[config.mk]
export PLATFORM = sky130hd
export DESIGN_NAME = controlador_permutacao
export DESIGN_NICKNAME = d
export VERILOG_FILES = /design/src/rtl/controlador_permutacao.sv
export SDC_FILE = /design/constraint.sdc
export NUM_CORES = 1
export LEC_CHECK = 0
export BUFFER_PORTS_ARGS = -buffer_cell sky130_fd_sc_hd__clkbuf_2
export CAP_MARGIN = 20
export CORE_MARGIN = 5
export CORE_UTILIZATION = 41
export DETAILED_ROUTE_END_ITERATION = 8
export PLACE_DENSITY = 0.75
export SKIP_LAST_GASP = 1
export SYNTH_ARGS = -nofsm -noshare
export SYNTH_HDL_FRONTEND = slang
export SYNTH_SLANG_ARGS = --single-unit
[constraint.sdc]
create_clock -name clock -period 1.3 [get_ports clock]
set_input_delay 0.26 -clock clock [delete_from_list [all_inputs] [get_ports clock]]
set_output_delay 0.26 -clock clock [all_outputs]
set_load 0.005 [all_outputs]
[src/rtl/controlador_permutacao.sv]
// Shuffle sequencer: draws permutations from the index generator with retry
// and identity fallback, then streams the four 2-bit memory indices out.
module controlador_permutacao #(
    parameter int MAX_TRIES = 8
) (
    input  logic        clock,
    input  logic        reset,
    input  logic        start,
    input  logic [15:0] rnd_in,
    output logic [15:0] gen_entrada,
    input  logic [7:0]  gen_perm,
    input  logic        gen_ready,
    output logic [1:0]  idx_out,
    output logic [1:0]  idx_slot,
    output logic        idx_valid,
    input  logic        idx_ready,
    output logic        busy,
    output logic        done,
    output logic        fallback,
    output logic [3:0]  tries
);

    typedef enum logic [2:0] {
        IDLE,
        SAMPLE,
        CHECK,
        ISSUE,
        DONE
    } state_t;

    localparam logic [3:0] MAX_T = 4'(MAX_TRIES);
    localparam logic [7:0] IDENT = 8'b00_01_10_11;

    state_t     state;
    state_t     next_state;
    logic [7:0] perm_q;
    logic [1:0] k;
    logic [3:0] tries_q;
    logic       fallback_q;
    logic       last_try;

    assign gen_entrada = rnd_in;
    assign last_try    = (tries_q + 4'd1) == MAX_T;

    always_ff @(posedge clock or posedge reset) begin
        if (reset) begin
            state <= IDLE;
        end else begin
            state <= next_state;
        end
    end

    always_comb begin
        next_state = state;
        unique case (state)
            IDLE: begin
                if (start) begin
                    next_state = SAMPLE;
                end
            end
            SAMPLE: next_state = CHECK;
            CHECK: begin
                if (gen_ready || last_try) begin
                    next_state = ISSUE;
                end else begin
                    next_state = SAMPLE;
                end
            end
            ISSUE: begin
                if (idx_ready && k == 2'd3) begin
                    next_state = DONE;
                end
            end
            DONE: next_state = IDLE;
            default: next_state = IDLE;
        endcase
    end

    // Datapath registers; perm_q is only written in CHECK so it stays frozen during ISSUE.
    always_ff @(posedge clock or posedge reset) begin
        if (reset) begin
            perm_q     <= 8'd0;
            k          <= 2'd0;
            tries_q    <= 4'd0;
            fallback_q <= 1'b0;
        end else begin
            unique case (state)
                IDLE: begin
                    if (start) begin
                        tries_q    <= 4'd0;
                        fallback_q <= 1'b0;
                    end
                    k <= 2'd0;
                end
                CHECK: begin
                    tries_q <= tries_q + 4'd1;
                    if (gen_ready) begin
                        perm_q <= gen_perm;
                    end else if (last_try) begin
                        perm_q     <= IDENT;
                        fallback_q <= 1'b1;
                    end
                end
                ISSUE: begin
                    if (idx_ready) begin
                        k <= k + 2'd1;
                    end
                end
                default: begin
                end
            endcase
        end
    end

    always_comb begin
        idx_valid = 1'b0;
        idx_slot  = 2'd0;
        idx_out   = 2'd0;
        busy      = (state != IDLE);
        done      = (state == DONE);
        fallback  = fallback_q;
        tries     = tries_q;
        if (state == ISSUE) begin
            idx_valid = 1'b1;
            idx_slot  = k;
            unique case (k)
                2'd0: idx_out = perm_q[7:6];
                2'd1: idx_out = perm_q[5:4];
                2'd2: idx_out = perm_q[3:2];
                2'd3: idx_out = perm_q[1:0];
                default: idx_out = 2'd0;
            endcase
        end
    end

endmodule

# [Yosys cells after proc, flatten, opt, wreduce, memory -nomap -nowiden]
# Index checks and enable logic that the tools add are counted.
# Widths: inputs -> output; s select.
[word_totals] in_bits=29 rom_bits=0 latchBits=0 register_bits=18 out_inout_bits=28 ram_bits=0 memories=0
[classes] order_cmp=0 add_sub_neg=2 n_div=0 shifts=0 n_mux=18 n_eq_ne=13 n_reduce_logical=13 mul=0 n_bitwise=0
[op_table] operator="$mux 8" count=2
[op_table] operator="$pmux 3 s4" count=1
[op_table] operator="$ne 2x2->1 const B" count=5
[op_table] operator="$mux 2" count=4
[op_table] operator="$pmux 2 s4" count=1
[op_table] operator="$pmux 4 s2" count=1
[op_table] operator="$reduce_and 2->1" count=4
[op_table] operator="$eq 3x2->1 const B" count=2
[op_table] operator="$mux 3" count=2
[op_table] operator="$reduce_bool 2->1" count=3
[op_table] operator="$add 4x1->4 const B" count=1
[op_table] operator="$eq 2x2->1 const B" count=2
[op_table] operator="$eq 4x4->1 const B" count=1
[op_table] operator="$mux 1" count=4
[op_table] operator="$mux 4" count=1
[op_table] operator="$pmux 2 s2" count=1
[op_table] operator="$reduce_and 4->1" count=1
[op_table] operator="$eq 3x1->1 const B" count=1
[op_table] operator="$eq 3x3->1 const B" count=1
[op_table] operator="$logic_not 3->1" count=1
[op_table] operator="$reduce_bool 3->1" count=1
[op_table] operator="$add 2x1->2 const B" count=1
[op_table] operator="$eq 2x1->1 const B" count=1
[op_table] operator="$logic_not 2->1" count=1
[op_table] operator="other kinds (3)" count=3

# [Logic depth before layout (Yosys ltp)]
# Gate-level depths: netlist (run 1).
[logic_depth] word_depth=5 mapped_depth=5

# [Worst setup path after synthesis (run 1)]
# Ideal clock, no wire load.
[synth_path] path_type="register -> output" from="reg k[0]" to="out idx_out[0]" arrival_ns=1.128 n_path_buf=0 path_stages_with_launch=5 path_slack_ns=-0.088 cell_sequence="dfrtp_1 ha_1 a222oi_1 o21a_1 nor2_1"
[synth_via] elab_chain_len=3 elab_cells_between_ends=6 classes_between="3 x eq/ne; 2 x mux; 1 x reduce/logical"
[synth_rtl] item="start, declared" line="37" source="logic [1:0] k;"
[synth_rtl] item="start signal, assigned" line="106" source="k <= k + 2'd1;"
[synth_rtl] item="$eq 2x2->1 (tied with other cells)" line="126" source="unique case (k)"
[synth_rtl] item="$pmux 2 s4 *" line="126"
[synth_rtl] item="$mux 2 *" line="123" source="if (state == ISSUE) begin"
[synth_rtl] item="end, declared" line="13" source="output logic [1:0] idx_out,"
# Every way passes the cells marked *; elsewhere a longest branch is shown, timed or not.

# [Worst setup path after layout (run 1)]
[layout_path] from="reg k[1]" to="out idx_out[0]"
# The elaborated chain is that of the path after synthesis.

==> run_results.csv, run 1 <==
group,metric,value,unit
placement,dp_hpwl,2.146,mm
timing,slew_headroom,80.11,%
grt,grt_pass1_wl,4.940,mm
final_layout,stdcell_count,196,
die,io_pins,57,
placement,io_buffers,24,
clocking,htree_levels,1,
grt,track_usage,14.87,%
setup_path,startpoint_type,"flip-flop",
die,die_w,63.87,um
timing,worst_pin_slew,298.4,ps
timing,period_share,143.3,%
final_layout,num_antenna_cells,0,
grt,globalRoute.totalOverflow,0,
yosys,avgSynthCellArea,9.296,sq um
setup_path,cp.required,1040,ps
yosys,yosysUniqueCellTypes,38,
die,dieHeight,63.87,um
pwr,p_per_area,2159,nW/um^2
route,wire_per_inst,15.08,um
setup_path,crit_type,"reg -> out",
worst_hold_path,hold_class,"in -> reg",
route,dr_total_vias,1076,
route,drc,0,
final_layout,layout_common_cells,"clkbuf_2 (22), buf_4 (21), nor2_1 (14), dfrtp_1 (13), nand2_1 (11)",
yosys,ys_async_sr_fraction,100.0,%
die,die_area,4079,sq um
final_layout,utilization,58.53,%
clocking,cts-root-buf,"clkbuf_4",
pwr,cellLeakagePower,0.0007631,uW
setup_path,crit_path_max_fanout,4,
die,fp-row-count,19,
timing,setup_tns,-2753,ps
yosys,synth_edf_count,0,
pwr,vdd_ir_drop_max,1.378,mV
placement,globalplace.congestion,0.8294,
timing,slew_violations,0,
run_status,outcome,"finished with violations",
setup_path,cpMaxStageDelayCell,"dfrtp_1",
route,vias_per_cell,5.490,
final_layout,area_growth,35.65,%
timing,fin_ws,-562.3,ps
die,core,2758,sq um
grt,grt_pass1_vias,1113,
placement,dpl_cell_area,1328,sq um
route,drtIter0Drc,34,
timing,fin_crit,1862,ps
grt,grt_antenna_before_repair,0,
route,first_pass_iters,4,
clocking,clk_path_buf_depth,2,
final_layout,layout.area.seq,456.7,sq um
final_layout,final_nets,201,
flow_run,maxCapViolations,0,
final_layout,multiInputGateArea,669.4,sq um
final_layout,drive_gt1_share,55.76,%
yosys,yosysSeqAreaShare,37.85,%
route,routed_wl,2.955,mm
placement,preCtsSetupSlack,-237.9,ps
final_layout,n_fill_cell,253,
grt,grt_max_degree,19,
run_status,violations,"negative setup slack",
clocking,clock-sinks,18,
timing,fin_skew,4.114,ps
yosys,synthFlopType,"dfrtp_1",
yosys,synth.top_cell.area_share,37.85,%
yosys,syn_nets,162,
final_layout,final_common_cell,"clkbuf_2",
clocking,clk_pin_slew_worst_paths,100,ps
yosys,synth-warning-count,0,
die,start_util,43.15,%
clocking,clock_latency,300,ps
placement,numPlacedInstances,180,
setup_path,crit_path_cell_trace,"inv_2 > ha_1 > a222oi_1 > o21a_1 > nor2_1 > clkbuf_2",
timing,setup_viol,19,
yosys,ys_seq_elements,18,
timing,hold_viol,0,
yosys,syn-cell-area,1190,sq um
clocking,cts_tree,"yes",
setup_path,endpoint_kind,"output pin",
setup_path,cp.arrival,1600,ps
yosys,synth.area.top_cells,"dfrtp_1 (38%), buf_4 (10%), ha_1 (5.3%)",
yosys,postSynthCellCount,128,
yosys,synth_top_cell_by_area,"dfrtp_1",
timing,timing.fmax,537.0,MHz
timing,rsz0062_at_grt,"yes",
final_layout,post-route-cell-area,1614,sq um
clocking,cts_buffers,3,
setup_path,slowest_delay,430,ps
route,ant_nets,0,
-- final timing paths --
kind                                       start               endpoint  slack, ps  depth (start not counted)
setup reg to reg            state[2]$_DFFE_PP0P_       k[1]$_DFFE_PP0P_       -110                          6
hold reg to reg            perm_q[7]$_DFFE_PP0P_  perm_q[7]$_DFFE_PP0P_        550                          2
setup / recovery                k[1]$_DFFE_PP0P_             idx_out[0]       -560                          6
min in group asynchronous                  reset   tries[0]$_DFFE_PP0P_        500                          4
max in group asynchronous                  reset   state[1]$_DFFE_PP0P_        590                          4
hold / removal                       gen_perm[6]  perm_q[6]$_DFFE_PP0P_        170                          3
-- logic make-up after synthesis --
group	after synthesis	share of synthesized area (%)
AOI/OAI and AO/OA	30	18.30
adders and majority gates	5	5.258
buffers and inverters	29	16.40
DFF	18	37.85
muxes	3	2.734
and+or+nand+nor	43	19.45
-- through the flow --
step	power [uW]	hold WS [ps]
floorplan	2011	198.6
global placement	2531	270.4
detailed placement	2634	284.3
global route	3792	146.5
finish	3484	168.6
CTS	3216	159.1
-- metal layers --
layer  up-vias  wire length [um]  global-route usage [%]
met5         -                 0                       0
met2        35              1508                   25.88
met4         0                59                   4.416
li1        507                 -                       -
met3        13               188                   4.904
met1       521              1199                   17.21
-- what timing repair did --
action | 4_1_cts | 5_1_grt
endpoints found under the hold margin | 18 | 0
pin swaps | 11 | 17
hold buffers | 1 | 0
setup endpoints to repair | 22 | 23
gates resized for setup | 19 | 30
setup buffers | 11 | 4
cloned | 0 | 0
-- area by class of cell --
class / instances / area share, %
Multi-Input combinational cell: 81 / 41.47
Tap cell: 31 / 2.403
Clock buffer: 3 / 1.395
Timing Repair Buffer: 56 / 24.81
Inverter: 7 / 1.628
Sequential cell: 18 / 28.29
-- worst max-delay path, delay by kind of cell, from the launching register on --
kind | cells | cell delay, ps
AOI/OAI and AO/OA | 2 | 480
buffers and inverters | 2 | 160
and+or+nand+nor | 1 | 40
adders and majority gates | 1 | 190
DFF | 1 | 430
-- registers in the layout, indices dropped and copies added (netlist names) --
signal	flops
k	2
tries	4
state	3
fallback	1
perm_q	8
-- power by group --
group          switching [uW]  leakage, uW  internal (uW)  total, uW
combinational             931     0.000544           1210       2140
sequential                252     0.000205            802       1050
clock                     178    0.0000138            108        285
-- synthesized netlist by cell type, types with 2 or more instances --
| library cell | number |
|---|---|
| a21oi_1 | 5 |
| a222oi_1 | 2 |
| a22o_1 | 5 |
| buf_2 | 2 |
| buf_4 | 16 |
| buf_6 | 3 |
| dfrtp_1 | 18 |
| ha_1 | 5 |
| inv_1 | 7 |
| mux2_2 | 2 |
| nand2_1 | 12 |
| nand3_1 | 3 |
| nor2_1 | 15 |
| nor2b_1 | 2 |
| o21a_1 | 2 |
| o21ai_0 | 2 |
| o21ai_1 | 6 |
(Power assumes the default switching activity.)
==> run 2: changes to the inputs <==
--- a/config.mk
+++ b/config.mk
@@ -10,7 +10,7 @@
 export CORE_MARGIN = 5
 export CORE_UTILIZATION = 41
 export DETAILED_ROUTE_END_ITERATION = 8
-export PLACE_DENSITY = 0.75
+export PLACE_DENSITY = 0.71
 export SKIP_LAST_GASP = 1
 export SYNTH_ARGS = -nofsm -noshare
 export SYNTH_HDL_FRONTEND = slang
==> run 2 against run 1 <==
Cell count up 1.0%. The flow still finishes with violations (negative setup slack). Critical path depth down 1. Clock power down 4%. Via count decreased by 2.7%. Utilization decreased by 0.41 points.
==> run_results.csv, run 2 (synthesis gave the netlist of run 1 again) <==
group,metric,value,unit
placement,dp_hpwl,2.154,mm
die,dieHeight,63.87,um
route,routed_wl,2.934,mm
final_layout,layout.area.seq,455.4,sq um
timing,period_share,137.4,%
pwr,p_per_area,2112,nW/um^2
timing,setup_tns,-3152,ps
final_layout,num_antenna_cells,0,
route,wire_per_inst,14.82,um
setup_path,cp.required,1040,ps
clocking,cts_tree,"yes",
final_layout,final_common_cell,"buf_4",
final_layout,largest-register,"perm_q",
final_layout,layout_common_cells,"buf_4 (23), clkbuf_2 (22), nor2_1 (14), dfrtp_1 (14), nand2_1 (11)",
setup_path,endpoint_kind,"output pin",
placement,numPlacedInstances,180,
grt,grt_antenna_before_repair,0,
run_status,violations,"negative setup slack",
placement,dpl_cell_area,1328,sq um
clocking,cts-root-buf,"clkbuf_4",
placement,io_buffers,24,
pwr,cellLeakagePower,0.0007719,uW
route,ant_nets,0,
final_layout,multiInputGateArea,644.4,sq um
setup_path,cp.arrival,1530,ps
placement,preCtsSetupSlack,-207.1,ps
die,io_pins,57,
pwr,total_power,3386,uW
clocking,htree_levels,1,
pwr,vdd_ir_drop_max,1.169,mV
timing,fin_skew,7.766,ps
clocking,clock_latency,290,ps
final_layout,post-route-cell-area,1603,sq um
worst_hold_path,hold_class,"in -> reg",
timing,rsz0062_at_grt,"yes",
run_status,outcome,"finished with violations",
clocking,clock-sinks,18,
setup_path,crit_path_max_fanout,4,
placement,globalplace.congestion,0.8257,
die,fp-row-count,19,
grt,grt_max_degree,19,
route,vias_per_cell,5.288,
setup_path,crit_type,"reg -> out",
final_layout,stdcell_count,198,
route,first_pass_iters,4,
timing,slew_headroom,81.87,%
route,drtIter0Drc,44,
grt,grt_pass1_vias,1032,
final_layout,largest_reg_flops,8,
timing,timing.fmax,559.8,MHz
die,core,2758,sq um
final_layout,n_fill_cell,251,
clocking,clk_pin_slew_worst_paths,90,ps
timing,setup_viol,21,
route,dr_total_vias,1047,
grt,grt_pass1_wl,4.795,mm
route,drc,0,
clocking,cts_buffers,3,
timing,hold_viol,0,
final_layout,drive_gt1_share,53.29,%
timing,worst_pin_slew,271.9,ps
timing,fin_ws,-486.5,ps
final_layout,final_nets,203,
clocking,clk_path_buf_depth,2,
die,die_w,63.87,um
die,start_util,43.15,%
die,die_area,4079,sq um
setup_path,startpoint_type,"flip-flop",
grt,globalRoute.totalOverflow,0,
timing,fin_crit,1786,ps
flow_run,maxCapViolations,0,
timing,slew_violations,0,
final_layout,area_growth,34.70,%
grt,track_usage,14.52,%
run 2: area by class of cell:
type                    instances  area share (%)
repair buffers                 58           25.92
clock buffers                   3           1.405
well taps                      31           2.420
multi-input cells              81           40.20
flip-flops and latches         18           28.42
inverters                       7           1.639
run 2: metal layers:
layer / GRT usage [%] / routed length (um) / vias to the layer above
met5: 0 / 0 / -
met1: 17.12 / 1208 / 497
met2: 23.99 / 1436 / 30
met4: 4.675 / 51 / 0
met3: 5.779 / 238 / 12
li1: - / - / 508
run 2: repair_timing:
action,4_1_cts,5_1_grt
setup buffers,13,4
endpoints found under the hold margin,18,0
resized for setup,18,23
pin swaps,13,13
endpoints found under the setup margin,21,25
hold buffers,1,0
run 2: power by group:
part	total (uW)	switching [uW]	leakage, uW	internal, uW
clock	274	166	0.0000138	108
combinational	2100	900	0.000552	1200
sequential	1010	216	0.000206	799
run 2: stage by stage:
step | hold slack, ps | utilization (%)
floorplan | 198.6 | -
global placement | 264.6 | 48.14
detailed placement | 274.9 | 48.14
CTS | 165.9 | 54.58
global route | 167.2 | 58.12
finish | 179.9 | 58.12
run 2: path summary, 6_finish.rpt:
kind,startpoint,to,slack [ps],cells past startpoint
max reg2reg,state[0]$_DFFE_PP0P_,perm_q[5]$_DFFE_PP0P_,-160,5
min reg2reg,perm_q[6]$_DFFE_PP0P_,perm_q[6]$_DFFE_PP0P_,550,2
min,gen_perm[7],perm_q[7]$_DFFE_PP0P_,180,3
max,k[1]$_DFFE_PP0P_,idx_out[0],-490,5
min in group asynchronous,reset,tries[0]$_DFFE_PP0P_,510,4
max in group asynchronous,reset,state[0]$_DFFE_PP0P_,580,4
run 2: worst max-delay path, stage by stage, from the launching register on:
cell and delay [ps]:
dfrtp_1 440, ha_2 210, a222oi_1 300, o21a_1 160, nor2_1 40, clkbuf_2 100
